$ cat config.mk
export PLATFORM = sky130hd
export DESIGN_NAME = hwpf_stride_seq
export DESIGN_NICKNAME = d
export VERILOG_FILES = /design/src/rtl/hwpf_stride_pkg.sv /design/src/rtl/hpdcache_fifo_reg.sv /design/src/rtl/hwpf_stride_seq.sv
export SDC_FILE = /design/constraint.sdc
export NUM_CORES = 1
export LEC_CHECK = 0
export ABC_CLOCK_PERIOD_IN_PS = 13050
export CORE_AREA = 8 8 592 594
export CTS_CLUSTER_SIZE = 25
export DETAILED_ROUTE_END_ITERATION = 12
export DIE_AREA = 0 0 600 602
export PLACE_DENSITY = 0.3
export SYNTH_ARGS = -nofsm -noshare
export SYNTH_HDL_FRONTEND = slang
export SYNTH_HIERARCHICAL = 1
export SYNTH_SLANG_ARGS = --single-unit
$ cat constraint.sdc
create_clock -name clk_i -period 13.05 [get_ports clk_i]
set_clock_uncertainty 0.2 [all_clocks]
set_input_delay 1.9575 -clock clk_i [delete_from_list [all_inputs] [get_ports clk_i]]
set_output_delay 1.9575 -clock clk_i [all_outputs]
set_load 0.01 [all_outputs]
$ cat src/rtl/hwpf_stride_pkg.sv
// Shared types for the stride prefetcher: engine CSR words, status
// layout and the descriptor sequencer bundle/states.
package hwpf_stride_pkg;

  typedef struct packed {
    logic [59:0] base_cline;
    logic        upstream;
    logic        cycle;
    logic        rearm;
    logic        enable;
  } hwpf_stride_base_t;

  typedef struct packed {
    logic [15:0] nblocks;
    logic [15:0] nlines;
    logic [31:0] stride;
  } hwpf_stride_param_t;

  typedef struct packed {
    logic [15:0] ninflight;
    logic [15:0] nwait;
  } hwpf_stride_throttle_t;

  typedef logic [63:0] hwpf_stride_status_t;

  typedef struct packed {
    hwpf_stride_base_t     base;
    hwpf_stride_param_t    param;
    hwpf_stride_throttle_t throttle;
  } hwpf_stride_desc_t;

  typedef enum logic [2:0] {
    ST_IDLE     = 3'd0,
    ST_PARAM    = 3'd1,
    ST_THROTTLE = 3'd2,
    ST_BASE     = 3'd3,
    ST_WAIT     = 3'd4
  } hwpf_stride_seq_state_e;

  localparam int unsigned HWPF_STRIDE_STATUS_EN_LSB   = 0;
  localparam int unsigned HWPF_STRIDE_STATUS_EN_MSB   = 15;
  localparam int unsigned HWPF_STRIDE_STATUS_FIDX_LSB = 16;
  localparam int unsigned HWPF_STRIDE_STATUS_FIDX_MSB = 19;
  localparam int unsigned HWPF_STRIDE_STATUS_FREE     = 31;
  localparam int unsigned HWPF_STRIDE_STATUS_BUSY_LSB = 32;
  localparam int unsigned HWPF_STRIDE_STATUS_BUSY_MSB = 47;

endpackage

$ cat src/rtl/hpdcache_fifo_reg.sv
// Register-based FIFO with synchronous flush (flush beats push/pop).
// Ports: w_i/wok_o/wdata_i push side, r_i/rok_o/rdata_o pop side.
module hpdcache_fifo_reg #(
  parameter int unsigned FIFO_DEPTH = 4,
  parameter type fifo_data_t = logic
) (
  input  logic       clk_i,
  input  logic       rst_i,
  input  logic       flush_i,
  input  logic       w_i,
  output logic       wok_o,
  input  fifo_data_t wdata_i,
  input  logic       r_i,
  output logic       rok_o,
  output fifo_data_t rdata_o
);

  localparam int unsigned AW = $clog2(FIFO_DEPTH);

  fifo_data_t      mem [FIFO_DEPTH];
  logic [AW-1:0]   wptr;
  logic [AW-1:0]   rptr;
  logic [AW:0]     cnt;
  logic            push;
  logic            pop;

  assign wok_o   = cnt < (AW+1)'(FIFO_DEPTH);
  assign rok_o   = cnt != '0;
  assign rdata_o = mem[rptr];
  assign push    = w_i & wok_o & ~flush_i;
  assign pop     = r_i & rok_o & ~flush_i;

  always_ff @(posedge clk_i) begin
    if (push) begin
      mem[wptr] <= wdata_i;
    end
  end

  always_ff @(posedge clk_i) begin
    if (rst_i || flush_i) begin
      wptr <= '0;
      rptr <= '0;
      cnt  <= '0;
    end else begin
      if (push) wptr <= wptr + 1'b1;
      if (pop)  rptr <= rptr + 1'b1;
      cnt <= cnt + (AW+1)'(push) - (AW+1)'(pop);
    end
  end

endmodule

$ cat src/rtl/hwpf_stride_seq.sv
// Descriptor sequencer: queues descriptors, programs a free engine
// param->throttle->base(enable), merges with sw CSR writes (sw wins)
// and reports completion of owned engines.
// Ports: desc_* push queue, sw_* software CSR writes, status in,
// hwpf_stride_* merged CSR writes out, alloc_*/done_* event pulses.
module hwpf_stride_seq
  import hwpf_stride_pkg::*;
#(
  parameter int unsigned NUM_HW_PREFETCH = 4,
  parameter int unsigned DESC_DEPTH = 4
) (
  input  logic clk_i,
  input  logic rst_i,
  input  logic desc_valid_i,
  output logic desc_ready_o,
  input  hwpf_stride_base_t     desc_base_i,
  input  hwpf_stride_param_t    desc_param_i,
  input  hwpf_stride_throttle_t desc_throttle_i,
  input  logic flush_i,
  input  logic [NUM_HW_PREFETCH-1:0] sw_base_set_i,
  input  logic [NUM_HW_PREFETCH-1:0] sw_param_set_i,
  input  logic [NUM_HW_PREFETCH-1:0] sw_throttle_set_i,
  input  hwpf_stride_base_t     [NUM_HW_PREFETCH-1:0] sw_base_i,
  input  hwpf_stride_param_t    [NUM_HW_PREFETCH-1:0] sw_param_i,
  input  hwpf_stride_throttle_t [NUM_HW_PREFETCH-1:0] sw_throttle_i,
  input  hwpf_stride_status_t hwpf_stride_status_i,
  output logic [NUM_HW_PREFETCH-1:0] hwpf_stride_base_set_o,
  output logic [NUM_HW_PREFETCH-1:0] hwpf_stride_param_set_o,
  output logic [NUM_HW_PREFETCH-1:0] hwpf_stride_throttle_set_o,
  output hwpf_stride_base_t     [NUM_HW_PREFETCH-1:0] hwpf_stride_base_o,
  output hwpf_stride_param_t    [NUM_HW_PREFETCH-1:0] hwpf_stride_param_o,
  output hwpf_stride_throttle_t [NUM_HW_PREFETCH-1:0] hwpf_stride_throttle_o,
  output logic       alloc_valid_o,
  output logic [3:0] alloc_idx_o,
  output logic       done_valid_o,
  output logic [3:0] done_idx_o,
  output logic       idle_o
);

  localparam int unsigned N = NUM_HW_PREFETCH;

  hwpf_stride_seq_state_e state;
  hwpf_stride_seq_state_e state_nxt;
  logic [3:0]        idx;
  logic [N-1:0]      owned;
  hwpf_stride_desc_t q_wdata;
  hwpf_stride_desc_t q_rdata;
  logic              q_rok;
  logic              q_pop;
  logic              seq_go;
  logic              own_set;

  logic [3:0]   free_idx;
  logic         free_ok;
  logic [N-1:0] st_en;
  logic [N-1:0] st_busy;
  logic         unused_status;

  assign free_idx = hwpf_stride_status_i[HWPF_STRIDE_STATUS_FIDX_MSB:
                                         HWPF_STRIDE_STATUS_FIDX_LSB];
  assign free_ok  = hwpf_stride_status_i[HWPF_STRIDE_STATUS_FREE];
  assign st_en    = hwpf_stride_status_i[HWPF_STRIDE_STATUS_EN_LSB +: N];
  assign st_busy  = hwpf_stride_status_i[HWPF_STRIDE_STATUS_BUSY_LSB +: N];
  assign unused_status = ^hwpf_stride_status_i;

  // 16-wide copies so a 4-bit index never leaves the vector
  logic [15:0] sw_bs;
  logic [15:0] sw_ps;
  logic [15:0] sw_ts;
  logic [15:0] sw_en;
  logic [N-1:0] sw_en_n;

  for (genvar i = 0; i < N; i++) begin : g_swen
    assign sw_en_n[i] = sw_base_i[i].enable;
  end

  assign sw_bs = 16'(sw_base_set_i);
  assign sw_ps = 16'(sw_param_set_i);
  assign sw_ts = 16'(sw_throttle_set_i);
  assign sw_en = 16'(sw_en_n);

  logic pick_ok;
  logic abort;

  assign pick_ok = free_ok && (32'(free_idx) < N)
                && !(sw_bs[free_idx] | sw_ps[free_idx] | sw_ts[free_idx]);
  assign abort   = sw_bs[idx] & sw_en[idx];

  assign q_wdata.base     = desc_base_i;
  assign q_wdata.param    = desc_param_i;
  assign q_wdata.throttle = desc_throttle_i;

  hpdcache_fifo_reg #(
    .FIFO_DEPTH  (DESC_DEPTH),
    .fifo_data_t (hwpf_stride_desc_t)
  ) u_queue (
    .clk_i   (clk_i),
    .rst_i   (rst_i),
    .flush_i (flush_i),
    .w_i     (desc_valid_i),
    .wok_o   (desc_ready_o),
    .wdata_i (q_wdata),
    .r_i     (q_pop),
    .rok_o   (q_rok),
    .rdata_o (q_rdata)
  );

  always_comb begin
    state_nxt = state;
    seq_go    = 1'b0;
    q_pop     = 1'b0;
    own_set   = 1'b0;
    unique case (state)
      ST_IDLE: begin
        if (q_rok && pick_ok && !flush_i) state_nxt = ST_PARAM;
      end
      ST_PARAM: begin
        if (abort || flush_i) begin
          state_nxt = ST_IDLE;
        end else if (!sw_ps[idx]) begin
          seq_go    = 1'b1;
          state_nxt = ST_THROTTLE;
        end
      end
      ST_THROTTLE: begin
        if (abort || flush_i) begin
          state_nxt = ST_IDLE;
        end else if (!sw_ts[idx]) begin
          seq_go    = 1'b1;
          state_nxt = ST_BASE;
        end
      end
      ST_BASE: begin
        // a flush here still lets the enable write land
        if (abort) begin
          state_nxt = ST_IDLE;
        end else if (!sw_bs[idx]) begin
          seq_go    = 1'b1;
          q_pop     = 1'b1;
          own_set   = 1'b1;
          state_nxt = ST_WAIT;
        end
      end
      ST_WAIT: state_nxt = ST_IDLE;
      default: state_nxt = ST_IDLE;
    endcase
  end

  logic [N-1:0] oh;
  logic [N-1:0] seq_bset;
  logic [N-1:0] seq_pset;
  logic [N-1:0] seq_tset;
  logic         go;

  assign go = seq_go & ~rst_i;

  always_comb begin
    for (int i = 0; i < N; i++) begin
      oh[i] = (idx == 4'(i));
    end
  end

  assign seq_pset = (go && state == ST_PARAM)    ? oh : '0;
  assign seq_tset = (go && state == ST_THROTTLE) ? oh : '0;
  assign seq_bset = (go && state == ST_BASE)     ? oh : '0;

  hwpf_stride_base_t seq_base;

  always_comb begin
    seq_base        = q_rdata.base;
    seq_base.enable = 1'b1;
  end

  for (genvar i = 0; i < N; i++) begin : g_merge
    assign hwpf_stride_base_set_o[i] = sw_base_set_i[i] | seq_bset[i];
    assign hwpf_stride_param_set_o[i] = sw_param_set_i[i] | seq_pset[i];
    assign hwpf_stride_throttle_set_o[i] =
      sw_throttle_set_i[i] | seq_tset[i];
    assign hwpf_stride_base_o[i] =
      sw_base_set_i[i] ? sw_base_i[i] :
      seq_bset[i]      ? seq_base     : '0;
    assign hwpf_stride_param_o[i] =
      sw_param_set_i[i] ? sw_param_i[i]  :
      seq_pset[i]       ? q_rdata.param  : '0;
    assign hwpf_stride_throttle_o[i] =
      sw_throttle_set_i[i] ? sw_throttle_i[i]  :
      seq_tset[i]          ? q_rdata.throttle  : '0;
  end

  // the engine just enabled is masked in WAIT: its status lags a cycle
  logic [N-1:0] fin;
  logic [N-1:0] fin_clr;
  logic         fin_any;
  logic [3:0]   fin_idx;

  always_comb begin
    fin = owned & ~st_en & ~st_busy;
    if (state == ST_WAIT) fin = fin & ~oh;
    fin_any = |fin;
    fin_idx = '0;
    for (int i = N - 1; i >= 0; i--) begin
      if (fin[i]) fin_idx = 4'(i);
    end
    for (int i = 0; i < N; i++) begin
      fin_clr[i] = fin_any && (fin_idx == 4'(i));
    end
  end

  always_ff @(posedge clk_i) begin
    if (rst_i) begin
      state        <= ST_IDLE;
      idx          <= '0;
      owned        <= '0;
      done_valid_o <= 1'b0;
      done_idx_o   <= '0;
    end else begin
      state <= state_nxt;
      if (state == ST_IDLE && state_nxt == ST_PARAM) idx <= free_idx;
      owned <= (owned & ~fin_clr) | (own_set ? oh : '0);
      done_valid_o <= fin_any;
      if (fin_any) done_idx_o <= fin_idx;
    end
  end

  assign alloc_valid_o = (state == ST_WAIT);
  assign alloc_idx_o   = idx;
  assign idle_o        = !q_rok && state == ST_IDLE && owned == '0;

endmodule

==> flow_summary.json, run 1 <==
{
  "rows": 215,
  "crit_family": "buffers and inverters",
  "grt_start_max_net_pins": 64,
  "io_pins": 1544,
  "area_delta_synth_final_pct": 75.5,
  "netSwitchingFraction_pct": 26.5,
  "drive_gt1_share_pct": 12.2,
  "clk_pin_slew_ps": 50,
  "htree_levels": 3,
  "number_of_global_route_vias_before_repair": 27200,
  "setup_total_negative_slack_ps": 0,
  "overflow": 0,
  "detailedRoute.firstPassIterationCount": 5,
  "power.net_switching_mw": 1.56,
  "clk-insertion-delay-late_ps": 700,
  "grt_util_all_layers_pct": 17.0,
  "number_of_antenna_violations_at_the_first_check_in_global_routing": 250,
  "finalCritPeriodShare_pct": 63.0,
  "hpwl_um": 267000,
  "required_ps": 10890,
  "die_y_um": 602,
  "finalWeightedCongestion": 0.880,
  "hold_buffers": 0,
  "largest_driver_fanout_on_the_critical_path": 48,
  "finalHoldViolCount": 0,
  "final_period_minus_worst_setup_slack_ps": 8220,
  "synthesis.area_per_instance_um2": 17.1,
  "detail_route.iter0.violations": 1915,
  "numCtsBuffers": 89,
  "power_mw": 5.89,
  "cts-resized-gates": 0,
  "intPower_mw": 4.33,
  "route.detailed.drc": 0,
  "leakage_nw": 16.7,
  "clkPwrFrac_pct": 42.9,
  "p_per_cell_area_mw_per_mm2": 109,
  "type_of_element_launching_the_critical_path": "primary input",
  "final_net_count": 4145,
  "fmaxAchievable_mhz": 122,
  "routed_wire_length_per_instance_um": 40.7,
  "power.share.sequential_pct": 40.1,
  "finalWirelength_um": 322000,
  "port-buffer-count": 1489,
  "critPathBufInv": 3,
  "grt_setup_unrepaired": "no",
  "utilization_pct": 15.8,
  "via_per_inst": 3.40,
  "clock_tree_from_tritoncts": "built",
  "synthesis.yosys.warnings": 6,
  "drtAntennaViolNets": 0,
  "peak_vdd_ir_mv": 0.0903,
  "core_region_area_mm2": 0.341,
  "fp.dieArea_mm2": 0.361,
  "die_w_um": 600,
  "cpPeakStageDelay_ps": 740,
  "slew_viol_final": 0,
  "clock_tree.root_cell": "clkbuf_16",
  "cts_setup_buffers": 0,
  "cap_viol_max_count": 0,
  "cts.sink_count": 659,
  "cts.path.max_buffers": 3,
  "post_synthesis_instance_area_mm2": 0.0308,
  "timing_worst_slew_pin_value_ps": 986,
  "cp.arrival_ps": 6060,
  "vias": 26900,
  "fin_hold_ws_ps": 319,
  "critical-path-top-cell-by-count": "clkdlybuf4s50_1",
  "timing.critical_path.cells": "clkdlybuf4s50_1 > mux4_2 > a2111oi_4 > and3_4 > buf_4 > a22o_1 > clkdlybuf4s50_1",
  "slew-limit-headroom_pct": 34.3,
  "grt_pass1_wl_um": 389000,
  "report.final.setup_viol": 0,
  "initial_utilization_pct": 9.02,
  "setup.worst_path.end_class": "output pin",
  "worst_path_max_delay_cell": "buf_4",
  "worst_min_delay_path_category": "reg2reg",
  "postSynthCellCount": 1801,
  "share_comb_of_total_power_pct": 17.0,
  "outcome": "completed",
  "timing_worst_setup_path_type": "in2out"
}
## routing by layer
| layer | track usage [%] | part of all wire [%] |
|---|---|---|
| met2 | 32.9 | 54 |
| met1 | 18.7 | 37 |
| met3 | 5.12 | 7.1 |
| met5 | 0 | 0.14 |
| met4 | 1.78 | 1.6 |
## worst register-to-register path: stages, from the launching register on
cell and delay (ps):
dfxtp_1 370, nor2b_1 320, nor2b_1 400, and2_4 560
buf_4 770, buf_4 740
## power groups by stage
stage	clock network (mW)	registers, mW	logic, mW
final	2.53	2.36	0.999
after floorplan	0	2.41	0.249
after global routing	2.70	2.37	1.04
after detailed placement	0	2.41	1.02
after global placement	0	2.41	1.03
after CTS	2.64	2.36	1.03
## sequential cells by signal (all words and copies together) (netlist names), named ones only
name          flops
u_queue/mem     636
alloc_idx_o       4
owned             4
state             3
u_queue/cnt       3
done_idx_o        2
u_queue/rptr      2
u_queue/wptr      2
done_valid_o      1
## per-stage QoR
stage / area (µm²) / worst slack, ps / cells
6_report: 54000 / 4830 / 7916
5_1_grt: 54000 / 4630 / 7892
4_1_cts: 53900 / 4570 / 7889
3_5_place_dp: 51000 / 4590 / 7724
3_3_place_gp: 51000 / 4590 / 7724
2_1_floorplan: 30800 / 6200 / 1802
## layout make-up
cell class                 count  area, µm²
timing repair buffer        1547      15300
antenna                       27       67.6
fill                       37800     287000
inverter                      13       48.8
clock buffer                 103       2330
sequential                   659      19600
tap                         4557       5700
multi-input combinational    948      10300
clock inverter                62        666
## cell usage in the layout (no fill, tap or decap), types with 9 or more instances in the layout
master / n
a22o_1: 636
buf_4: 63
bufinv_16: 9
clkbuf_1: 10
clkbuf_16: 90
clkdlybuf4s50_1: 1477
clkinv_1: 20
clkinv_2: 17
dfxtp_1: 21
diode_2: 27
edfxtp_1: 636
inv_1: 13
mux2i_1: 9
mux4_2: 160
nor2_1: 23
or2_2: 14
## worst paths after layout
check	startpoint	end	slack, ps	cells after the start
max	sw_base_i[192]	hwpf_stride_param_o[9]	4830	7
min	u_queue/rptr[0]	register	320	2
min reg2reg	u_queue/rptr[0]	register	320	2
max reg2reg	u_queue/cnt[2]	u_queue/mem[1][77]	9270	5
Note: power is estimated with default switching activity, not from simulation.
==> inputs of run 2 (changes only) <==
--- a/config.mk
+++ b/config.mk
@@ -5,11 +5,11 @@
 export SDC_FILE = /design/constraint.sdc
 export NUM_CORES = 1
 export LEC_CHECK = 0
-export ABC_CLOCK_PERIOD_IN_PS = 13050
-export CORE_AREA = 8 8 592 594
+export ABC_CLOCK_PERIOD_IN_PS = 6900
+export CORE_AREA = 8 8 597 599
 export CTS_CLUSTER_SIZE = 25
 export DETAILED_ROUTE_END_ITERATION = 12
-export DIE_AREA = 0 0 600 602
+export DIE_AREA = 0 0 605 607
 export PLACE_DENSITY = 0.3
 export SYNTH_ARGS = -nofsm -noshare
 export SYNTH_HDL_FRONTEND = slang
==> constraint.sdc (replaced) <==
create_clock -name clk_i -period 6.9 [get_ports clk_i]
set_clock_uncertainty 0.2 [all_clocks]
set_input_delay 1.035 -clock clk_i [delete_from_list [all_inputs] [get_ports clk_i]]
set_output_delay 1.035 -clock clk_i [all_outputs]
set_load 0.01 [all_outputs]
==> run 2 against run 1 <==
Final cell count is 1.1% higher; sequential power grew 89%; flip-flop and latch count is the same; critical path depth unchanged; critical endpoint is now hwpf_stride_throttle_o[38]; largest cell class unchanged.
==> flow_summary.json, run 2 (synthesis results as in run 1) <==
{
  "area_delta_synth_final_pct": 76.9,
  "number_of_global_route_vias_before_repair": 27300,
  "slew_viol_final": 0,
  "fp.dieArea_mm2": 0.367,
  "clk_pin_slew_ps": 60,
  "crit_start": "alloc_idx_o[1]",
  "worst-r2r-setup-slack_ps": 3510,
  "die_y_um": 607,
  "met2_wirelength_um": 172000,
  "leakage_nw": 16.8,
  "via_per_inst": 3.44,
  "initial_utilization_pct": 8.86,
  "cap_viol_max_count": 0,
  "p_per_cell_area_mw_per_mm2": 204,
  "largest_driver_fanout_on_the_critical_path": 25,
  "cts_setup_buffers": 0,
  "drtAntennaViolNets": 0,
  "type_of_element_launching_the_critical_path": "register",
  "final_period_minus_worst_setup_slack_ps": 6280,
  "required_ps": 5660,
  "cpPeakStageDelay_ps": 760,
  "outcome": "completed",
  "timing_worst_setup_path_type": "reg2out",
  "overflow": 0,
  "non_filler_cells_final": 8001,
  "slew-limit-headroom_pct": 30.9,
  "final_net_count": 4168,
  "grt_setup_unrepaired": "no",
  "die_w_um": 605,
  "timing.critical_path.cells": "buf_4 > mux2i_1 > o22ai_1 > a2111o_2 > nor2_4 > a22o_1 > clkdlybuf4s50_1",
  "grt_pass1_wl_um": 387000,
  "routed_wire_length_per_instance_um": 40.6,
  "numPlacedInstances": 7785,
  "hpwl_um": 271000,
  "vias": 27500,
  "route.top_layer_used": "met5",
  "number_of_antenna_violations_at_the_first_check_in_global_routing": 300,
  "cts.path.max_buffers": 4,
  "rows": 217,
  "cts-resized-gates": 0,
  "endpoint": "hwpf_stride_throttle_o[38]",
  "fillerInstances": 38200,
  "cp.arrival_ps": 5040,
  "regToRegStartpoint": "alloc_idx_o[0]",
  "clk-insertion-delay-late_ps": 790,
  "peak_vdd_ir_mv": 0.179,
  "hold_buffers": 0,
  "detail_route.iter0.violations": 2252,
  "worstRegToRegCells": 12,
  "timing_worst_slew_pin_value_ps": 1040,
  "met3WireLength_um": 26200,
  "htree_levels": 3,
  "grt_util_all_layers_pct": 16.8,
  "clock_tree.root_cell": "clkbuf_16",
  "cts.sink_count": 659,
  "final_cell_mix": "1477 x clkdlybuf4s50_1, 636 x a22o_1, 636 x edfxtp_1, 160 x mux4_2, 93 x clkbuf_16",
  "detailedRoute.firstPassIterationCount": 5,
  "finalHoldViolCount": 0,
  "io_pins": 1544,
  "worst_min_delay_path_category": "reg2reg",
  "setup.worst_path.end_class": "output pin",
  "setup_total_negative_slack_ps": 0,
  "numCtsBuffers": 93,
  "clock_tree_from_tritoncts": "built",
  "worst_path_max_delay_cell": "mux2i_1",
  "timing.rr.end": "u_queue/cnt[2]",
  "finalWeightedCongestion": 0.908,
  "largest_register_ff_count": 636,
  "drive_gt1_share_pct": 12.4,
  "wl_met1_um": 118000,
  "top_register": "u_queue/mem",
  "port-buffer-count": 1489,
  "grt_start_max_net_pins": 64,
  "finalCritPeriodShare_pct": 91.0,
  "fmaxAchievable_mhz": 159,
  "layout_commonest_cell": "clkdlybuf4s50_1",
  "route.detailed.drc": 0,
  "core_region_area_mm2": 0.347,
  "report.final.setup_viol": 0,
  "finalWirelength_um": 325000
}
[run 2: cell count changes in the layout (fill, tap and decap cells not counted), sizes merged]
cell      previous run  this run
diode               27        55
buf                 70        89
clkinv              44        35
clkbuf             103       111
inv                 20        16
clkinvlp             2         3
[run 2: worst min-delay path by stage]
stage,start,end,slack [ps],cells after the start
finish,u_queue/rptr[0],register,340,2
global route,owned[3],owned[3],350,1
CTS,owned[3],owned[3],330,1
detailed placement,owned[3],owned[3],320,1
global placement,u_queue/rptr[1],register,310,2
floorplan,owned[1],owned[1],270,1
[run 2: per-layer routing]
metal  track usage [%]  vias up
met5                 0        -
met4              3.00       96
met3              5.63      615
met2              31.8     1632
met1              18.1    14300
li1                  -    10900
[run 2: report_power, final]
| group | total (mW) | switching (mW) | internal [mW] |
|---|---|---|---|
| Combinational | 1.87 | 0.919 | 0.948 |
| Sequential | 4.47 | 0.0134 | 4.46 |
| Clock | 4.76 | 1.93 | 2.83 |
| Total | 11.1 | 2.86 | 8.24 |
[run 2: critical path, delay by kind of cell, from the launching register on]
family | cells | cell delay [ps]
and+or+nand+nor | 1 | 730
buffers and inverters | 2 | 970
AOI/OAI and AO/OA | 3 | 1300
muxes | 1 | 760
DFF | 1 | 470
[run 2: through the flow]
stage / setup slack [ps] / util (%) / instance area, µm² / hold slack (ps) / power [mW]
2_1_floorplan: 972 / - / 30800 / 272 / 5.03
3_3_place_gp: 943 / 14.8 / 51400 / 310 / 6.46
3_5_place_dp: 942 / 14.8 / 51400 / 322 / 6.45
4_1_cts: 488 / 15.6 / 54300 / 334 / 11.4
5_1_grt: 442 / 15.7 / 54400 / 349 / 11.5
6_report: 621 / 15.7 / 54500 / 337 / 11.1
[run 2: layout make-up]
type	instances	area, µm²	area share (%)
Tap cell	4599	5750	10.6
Multi-Input combinational cell	948	10300	18.9
Inverter	13	48.8	0.0896
Timing Repair Buffer	1566	15700	28.9
Sequential cell	659	19600	35.9
Clock inverter	50	499	0.917
Clock buffer	111	2430	4.47
Antenna cell	55	138	0.253
